$ cat src/rtl/dat_mem_arb.sv
// Round-robin arbiter for the shared single-port data memory.
// Ports A (CPU) and B (DMA) may hold ownership for up to MAX_LOCK grants.
module dat_mem_arb #(
  parameter int AW       = 8,
  parameter int DW       = 8,
  parameter int MAX_LOCK = 4
) (
  input  logic          clk,
  input  logic          rst_n,
  input  logic          a_req,
  input  logic          a_we,
  input  logic          a_lock,
  input  logic [AW-1:0] a_addr,
  input  logic [DW-1:0] a_wdata,
  input  logic          b_req,
  input  logic          b_we,
  input  logic          b_lock,
  input  logic [AW-1:0] b_addr,
  input  logic [DW-1:0] b_wdata,
  output logic          a_gnt,
  output logic          b_gnt,
  output logic          a_rvalid,
  output logic          b_rvalid,
  output logic [DW-1:0] a_rdata,
  output logic [DW-1:0] b_rdata,
  output logic [AW-1:0] mem_addr,
  output logic          mem_wr_en,
  output logic [DW-1:0] mem_dat_in,
  input  logic [DW-1:0] mem_dat_out
);

  localparam int CW = $clog2(MAX_LOCK + 1);

  typedef enum logic [1:0] {
    OWN_NONE,
    OWN_A,
    OWN_B
  } owner_e;

  owner_e        owner_q;
  owner_e        owner_d;
  logic [CW-1:0] cnt_q;
  logic [CW-1:0] cnt_d;
  logic [CW-1:0] cnt_inc;
  logic          last_b_q;
  logic          hold_a;
  logic          hold_b;
  logic          cap;
  logic          forced;

  assign hold_a  = (owner_q == OWN_A) && a_req;
  assign hold_b  = (owner_q == OWN_B) && b_req;
  assign cap     = (cnt_q == CW'(MAX_LOCK));
  assign cnt_inc = cap ? cnt_q : cnt_q + CW'(1);

  // Winner selection: live hold first, then round-robin on contention.
  always_comb begin
    a_gnt  = 1'b0;
    b_gnt  = 1'b0;
    forced = 1'b0;
    if (hold_a) begin
      if (cap && b_req) begin
        b_gnt  = 1'b1;
        forced = 1'b1;
      end else begin
        a_gnt = 1'b1;
      end
    end else if (hold_b) begin
      if (cap && a_req) begin
        a_gnt  = 1'b1;
        forced = 1'b1;
      end else begin
        b_gnt = 1'b1;
      end
    end else if (a_req && b_req) begin
      a_gnt = last_b_q;
      b_gnt = !last_b_q;
    end else begin
      a_gnt = a_req;
      b_gnt = b_req;
    end
  end

  always_comb begin
    mem_addr   = '0;
    mem_wr_en  = 1'b0;
    mem_dat_in = '0;
    unique case (1'b1)
      a_gnt: begin
        mem_addr   = a_addr;
        mem_wr_en  = a_we;
        mem_dat_in = a_wdata;
      end
      b_gnt: begin
        mem_addr   = b_addr;
        mem_wr_en  = b_we;
        mem_dat_in = b_wdata;
      end
      default: ;
    endcase
  end

  // A forced handover never installs the new winner as owner.
  always_comb begin
    owner_d = OWN_NONE;
    cnt_d   = '0;
    if (a_gnt && a_lock && !forced) begin
      owner_d = OWN_A;
      cnt_d   = (owner_q == OWN_A) ? cnt_inc : CW'(1);
    end else if (b_gnt && b_lock && !forced) begin
      owner_d = OWN_B;
      cnt_d   = (owner_q == OWN_B) ? cnt_inc : CW'(1);
    end
  end

  always_ff @(posedge clk or negedge rst_n) begin
    if (!rst_n) begin
      owner_q  <= OWN_NONE;
      cnt_q    <= '0;
      last_b_q <= 1'b1;
      a_rvalid <= 1'b0;
      b_rvalid <= 1'b0;
      a_rdata  <= '0;
      b_rdata  <= '0;
    end else begin
      owner_q  <= owner_d;
      cnt_q    <= cnt_d;
      a_rvalid <= a_gnt && !a_we;
      b_rvalid <= b_gnt && !b_we;
      if (a_gnt) last_b_q <= 1'b0;
      else if (b_gnt) last_b_q <= 1'b1;
      if (a_gnt && !a_we) a_rdata <= mem_dat_out;
      if (b_gnt && !b_we) b_rdata <= mem_dat_out;
    end
  end

endmodule

$ cat config.mk
export PLATFORM = sky130hd
export DESIGN_NAME = dat_mem_arb
export DESIGN_NICKNAME = d
export VERILOG_FILES = /design/src/rtl/dat_mem_arb.sv
export SDC_FILE = /design/constraint.sdc
export NUM_CORES = 1
export LEC_CHECK = 0
export CAP_MARGIN = 5
export CORE_ASPECT_RATIO = 1.75
export CORE_MARGIN = 2
export CORE_UTILIZATION = 36
export DETAILED_ROUTE_END_ITERATION = 10
export PLACE_DENSITY = 0.79
export SLEW_MARGIN = 15
export SYNTH_ARGS = -nofsm -noshare
export SYNTH_HDL_FRONTEND = slang
export SYNTH_SLANG_ARGS = --single-unit
$ cat constraint.sdc
create_clock -name clk -period 3.3 [get_ports clk]
set_input_delay 0.66 -clock clk [delete_from_list [all_inputs] [get_ports clk]]
set_output_delay 0.66 -clock clk [all_outputs]
set_load 0.02 [all_outputs]
==> impl_metrics.json, run 1 <==
{
  "grt_max_degree": 25,
  "yosys.area_share.adder_pct": 1.85,
  "firstDrtPassIters": 4,
  "post-route-min-period_ns": 3.23,
  "hpwl_um": 3330,
  "fin_area_sq_mm": 0.00228,
  "cp_slowest_cell": "clkdlybuf4s50_1",
  "drc": 0,
  "worstSkewPairLatency_ns": 0.26,
  "relSlewSlack_pct": 32.5,
  "power_mw": 1.18,
  "port-buffer-count": 84,
  "synth-seq-area-share_pct": 44.5,
  "end_kind": "output pin",
  "vias_per_cell": 5.28,
  "synth_warnings": 0,
  "setup_viol": 0,
  "io_pins": 85,
  "synth_top_area_share_pct": 42.6,
  "critPathLaunchType": "input pin",
  "drive_above_1_share_pct": 25.9,
  "fp.dieH_um": 85.1,
  "placed_cells": 247,
  "path_class": "input pin to output pin",
  "cp_max_fo": 19,
  "synth.distinct_cells": 38,
  "period_share_pct": 97.8,
  "antenna_found_initial": 0,
  "setup_ws_ns": 0.0736,
  "ys_top_cells_by_area": "dfrtp_1, a22o_1, mux2_4",
  "yosys.area_share.simple_pct": 10.3,
  "total_leakage_power_nw": 1.06,
  "antenna_cells": 0,
  "worstPathArrival_ns": 2.57,
  "synth_top_family_by_area": "compound AO/OA/AOI/OAI gates",
  "synth-edff-count": 0,
  "drt-initial-drc-count": 22,
  "synth.most_common_cell": "dfrtp_1",
  "syn_inst": 113,
  "core_area_sq_mm": 0.00363,
  "syn-cell-area_sq_mm": 0.00135,
  "rows": 29,
  "drv_slew": 0,
  "area_growth_pct": 68.7,
  "nNetsFinal": 256,
  "ant_nets": 0,
  "worst_pin_slew_ns": 1.01,
  "post_drt_wl_per_cell_um": 16.3,
  "clk_path_buf_depth": 2,
  "synth_common_cells": "dfrtp_1, a22o_1, mux2_2, mux2_4, nand2_1",
  "synth-seq-cells": 24,
  "synth_compound_area_share_pct": 22.1,
  "grt_use_total_pct": 19.7,
  "gp_congestion": 0.847,
  "cts_hold_buf": 0,
  "cts_sinks": 24,
  "outcome": "complete, no violations",
  "slowest_delay_ns": 0.49,
  "crit_family": "buffers and inverters",
  "synth.avg_cell_area_sq_um": 12.0,
  "synth.mux.area_fraction_pct": 15.6,
  "synthArstFlopShare_pct": 100,
  "start_util_pct": 37.2,
  "clock-skew-final_ns": 0.00708,
  "hold_violations": 0,
  "die-area_sq_mm": 0.00428,
  "holdCritPathClass": "register to register",
  "htreeDepth": 1,
  "ys.flop_type": "dfrtp_1",
  "drt_wl_total_um": 4080,
  "grt_first_pass_wirelength_um": 6450,
  "cts_root_buffer": "clkbuf_8",
  "clock.fmax_ghz": 0.310,
  "synth_xor_area_share_pct": 0.648,
  "clk_pin_slew_ns": 0.07,
  "finalNonFillerCells": 251,
  "grt_pass1_vias": 1394,
  "fp.dieW_um": 50.3,
  "rsz0062_at_grt": "no",
  "yosysTopAreaCell": "dfrtp_1",
  "cp_cell_sequence": "clkdlybuf4s50_1 -> and4_4 -> nor2_1 -> a21o_1 -> a221o_1 -> buf_12 -> a22o_1 -> clkdlybuf4s15_1",
  "ir_drop_v": 0.000305,
  "cts_tree": "built",
  "required_ns": 2.64,
  "cts_buffers": 3,
  "grt-ovfl-total": 0,
  "synth_fp_nets": 163,
  "num_vias": 1325,
  "powerDensity_mw_per_mm2": 519,
  "drv_cap": 0,
  "path_buf_inv": 3,
  "post-place-ws_ns": -0.205,
  "placed_cell_area_sq_mm": 0.00231
}
==> cell families after synthesis <==
group | Yosys count
AO/OA/AOI/OAI | 35
buffers and inverters | 12
flip-flops | 24
AND/OR/NAND/NOR | 23
multiplexers | 16
XOR/XNOR | 1
adder cells (fa/ha/maj) | 2
==> stage by stage <==
| step | setup TNS (ns) | hold WS (ns) | utilization, % |
|---|---|---|---|
| after floorplan | 0 | 0.364 | - |
| after global placement | -2.54 | 0.492 | 63.6 |
| after detailed placement | -3.22 | 0.499 | 63.6 |
| after CTS | 0 | 0.517 | 64.2 |
| after global routing | 0 | 0.535 | 62.8 |
| final | 0 | 0.512 | 62.8 |
==> final timing paths <==
kind / cells past startpoint / end / from / slack [ns]
min: 1 / a_rdata[1]$_DFFE_PN0P_ / a_rdata[1]$_DFFE_PN0P_ / 0.51
min in group asynchronous: 1 / cnt_q[1]$_DFF_PN0_ / rst_n / 0.95
min reg2reg: 1 / a_rdata[1]$_DFFE_PN0P_ / a_rdata[1]$_DFFE_PN0P_ / 0.51
max: 8 / mem_dat_in[2] / a_req / 0.07
max in group asynchronous: 2 / last_b_q$_DFFE_PN1P_ / rst_n / 1.66
max reg2reg: 8 / b_rdata[0]$_DFFE_PN0P_ / cnt_q[0]$_DFF_PN0_ / 1.00
==> cells in the final DEF (no fill, tap or decap), drive strengths merged, types with 4 or more instances in the layout <==
master / instances
a21oi: 4
a22o: 17
buf: 11
clkbuf: 19
clkdlybuf4s50: 65
dfrtp: 23
inv: 5
mux2: 16
nand2: 6
nor2: 4
==> worst reg2reg max path: stages, from the launching register on <==
cell,delay [ns]
dfrtp_1,0.36
inv_1,0.07
ha_1,0.23
and4_4,0.22
buf_4,0.15
nand2_1,0.10
a21oi_2,0.07
or4_4,0.65
mux2_4,0.34
==> registers in the layout, indices dropped and copies added (netlist names) <==
register	count
a_rdata	8
b_rdata	8
cnt_q	3
owner_q	2
a_rvalid	1
b_rvalid	1
last_b_q	1
==> where the power goes <==
group | leakage, nW | switching [mW] | internal (mW)
logic | 0.740 | 0.268 | 0.329
clock network | 0.0228 | 0.0815 | 0.0859
registers | 0.293 | 0.0471 | 0.373
==> what timing repair did <==
item | 4_1_cts | 5_1_grt
endpoints found under the setup margin | 18 | 18
resized for setup | 18 | 33
buffers inserted | 0 | 0
==> area by class of cell <==
| cell class | count | area [sq um] |
|---|---|---|
| clock buffers | 4 | 45.0 |
| fillers | 298 | 1350 |
| inverters | 5 | 18.8 |
| multi-input cells | 77 | 682 |
| flip-flops and latches | 24 | 602 |
| well taps | 46 | 57.6 |
| repair buffers | 95 | 875 |
==> layer usage <==
metal  wire length (um)  share of wire (%)  global-route usage (%)
met3                221                5.4                    1.41
met5                  0                  0                       0
met1               1420                 35                    19.2
met2               2290                 56                    38.9
met4                148                3.6                    10.8
No activity file was read; power rests on OpenSTA's default activity.
==> inputs of run 2 (changes only) <==
--- a/config.mk
+++ b/config.mk
@@ -7,5 +7,5 @@
 export LEC_CHECK = 0
 export CAP_MARGIN = 5
-export CORE_ASPECT_RATIO = 1.75
+export CORE_ASPECT_RATIO = 1.5
 export CORE_MARGIN = 2
 export CORE_UTILIZATION = 36
==> constraint.sdc (replaced) <==
create_clock -name clk -period 3.3 [get_ports clk]
set_input_delay 0.33 -clock clk [delete_from_list [all_inputs] [get_ports clk]]
set_output_delay 0.33 -clock clk [all_outputs]
set_load 0.02 [all_outputs]
==> run 2 against run 1 <==
Sequential share of layout area rose by 0.31 points. Largest cell class unchanged. Critical path type is now register to output pin. Clock skew down 0.0039 ns. Register-to-register slack better by 0.03 ns. Worst hold slack got worse by 0.49 ns. Critical endpoint is now mem_dat_in[5].
==> impl_metrics.json, run 2 (synthesis results as in run 1) <==
{
  "total_leakage_power_nw": 0.974,
  "cp_max_fo": 19,
  "port-buffer-count": 84,
  "clk_pin_slew_ns": 0.08,
  "rsz0062_at_grt": "no",
  "r2r-end": "a_rdata[6]$_DFFE_PN0P_",
  "multiInputGateArea_sq_um": 683,
  "powerDensity_mw_per_mm2": 532,
  "worst_pin_slew_ns": 0.785,
  "clock.fmax_ghz": 0.323,
  "drt_wl_total_um": 3730,
  "gp_congestion": 0.813,
  "cts_buffers": 3,
  "layout_commonest_cell": "clkdlybuf4s50_1",
  "area_growth_pct": 66.8,
  "regArea_sq_um": 602,
  "cts_tree": "built",
  "post-route-min-period_ns": 3.09,
  "relSlewSlack_pct": 47.3,
  "largestRegisters": "a_rdata (8), b_rdata (8), cnt_q (3)",
  "cts_sinks": 24,
  "ant_nets": 0,
  "drt-initial-drc-count": 27,
  "fp.dieW_um": 54.0,
  "drv_cap": 0,
  "antenna_cells": 0,
  "io_pins": 85,
  "drv_slew": 0,
  "grt-ovfl-total": 0,
  "firstDrtPassIters": 4,
  "worstPathArrival_ns": 2.76,
  "vias_per_cell": 5.23,
  "placed_cells": 235,
  "finalNonFillerCells": 239,
  "grt_use_total_pct": 18.4,
  "worst_r2r_path_depth": 6,
  "post_drt_wl_per_cell_um": 15.6,
  "path_class": "register to output pin",
  "cts_hold_buf": 0,
  "num_vias": 1251,
  "clk_path_buf_depth": 2,
  "die-area_sq_mm": 0.00427,
  "cts_setup_buffers": 0,
  "antenna_found_initial": 0,
  "core_area_sq_mm": 0.00365,
  "worstSkewPairLatency_ns": 0.27,
  "grt_first_pass_wirelength_um": 5870,
  "grt_max_degree": 25,
  "required_ns": 2.97,
  "hold_violations": 0,
  "htreeDepth": 1,
  "critPathLaunchType": "register",
  "grt_pass1_vias": 1285,
  "power_mw": 1.20,
  "end_kind": "output pin",
  "r2r-start": "cnt_q[0]$_DFF_PN0_",
  "setup_viol": 0,
  "mostFrequentLayoutCells": "clkdlybuf4s50_1, dfrtp_1, a22o_1, mux2_2, mux2_4",
  "holdCritPathClass": "input pin to async pin",
  "period_share_pct": 93.7,
  "reg2reg_setup_slack_ns": 1.03,
  "cts_root_buffer": "clkbuf_8",
  "nFillCells": 317,
  "ir_drop_v": 0.000361,
  "drive_above_1_share_pct": 15.8,
  "fp.dieH_um": 79.0,
  "rows": 27,
  "drc": 0,
  "start_util_pct": 37.0,
  "hpwl_um": 3030,
  "setup_tns_ns": 0,
  "clock-skew-final_ns": 0.00319,
  "outcome": "complete, no violations",
  "nNetsFinal": 247
}
## run 2: cell count changes in the layout (fill, tap and decap cells not counted), moves of 2 or more
cell	previous run	this run
clkbuf_2	15	0
clkdlybuf4s15_1	2	0
buf_4	9	2
clkdlybuf4s50_1	65	83
buf_12	2	0
## run 2: critical path: stages, from the launching register on
cell and delay, ns:
dfrtp_1 0.40, inv_1 0.09, ha_1 0.20, and4_4 0.30
nor2_1 0.07, a21o_1 0.15, a221o_2 0.48, a22o_1 0.25
clkdlybuf4s50_1 0.55
## run 2: metal layers
layer	vias to the layer above	part of all wire [%]	track usage, %
met4	0	2.7	7.75
met3	9	7.3	2.44
met2	65	54	33.7
li1	585	-	-
met1	592	36	20.3
met5	-	0	0
## run 2: metrics by stage
step	setup slack [ns]	util [%]	hold WS (ns)	cell area, sq um
floorplan	0.898	-	0.0344	1350
global placement	0.247	60.6	0.492	2210
detailed placement	0.162	60.6	0.496	2210
CTS	0.0735	61.9	0.518	2260
global route	0.0866	61.8	0.0659	2250
finish	0.206	61.8	0.0270	2250
## run 2: what timing repair did
| item | CTS | global route |
|---|---|---|
| setup endpoints to repair | 0 | 17 |
| resized for setup | 0 | 1 |
| hold endpoints to repair | 0 | 0 |
## run 2: final cells by class
type,count,share of cell area (%)
inverter,5,0.833
sequential,24,26.7
tap,43,2.39
multi-input combinational,77,30.3
timing repair buffer,86,37.8
clock buffer,4,2.00
## run 2: how the worst max path moves through the flow
stage / end / slack, ns / from / cells after the start
floorplan: mem_addr[0] / 0.90 / cnt_q[0]$_DFF_PN0_ / 9
global placement: mem_dat_in[5] / 0.25 / b_req / 7
detailed placement: mem_dat_in[5] / 0.16 / b_req / 7
CTS: mem_dat_in[5] / 0.07 / cnt_q[0]$_DFF_PN0_ / 8
global route: mem_dat_in[5] / 0.09 / cnt_q[0]$_DFF_PN0_ / 8
finish: mem_dat_in[5] / 0.21 / cnt_q[0]$_DFF_PN0_ / 8
## run 2: where the power goes
part           total [mW]  switching [mW]  internal, mW
clock network       0.178          0.0918        0.0863
logic               0.603           0.263         0.340
registers           0.417          0.0450         0.372
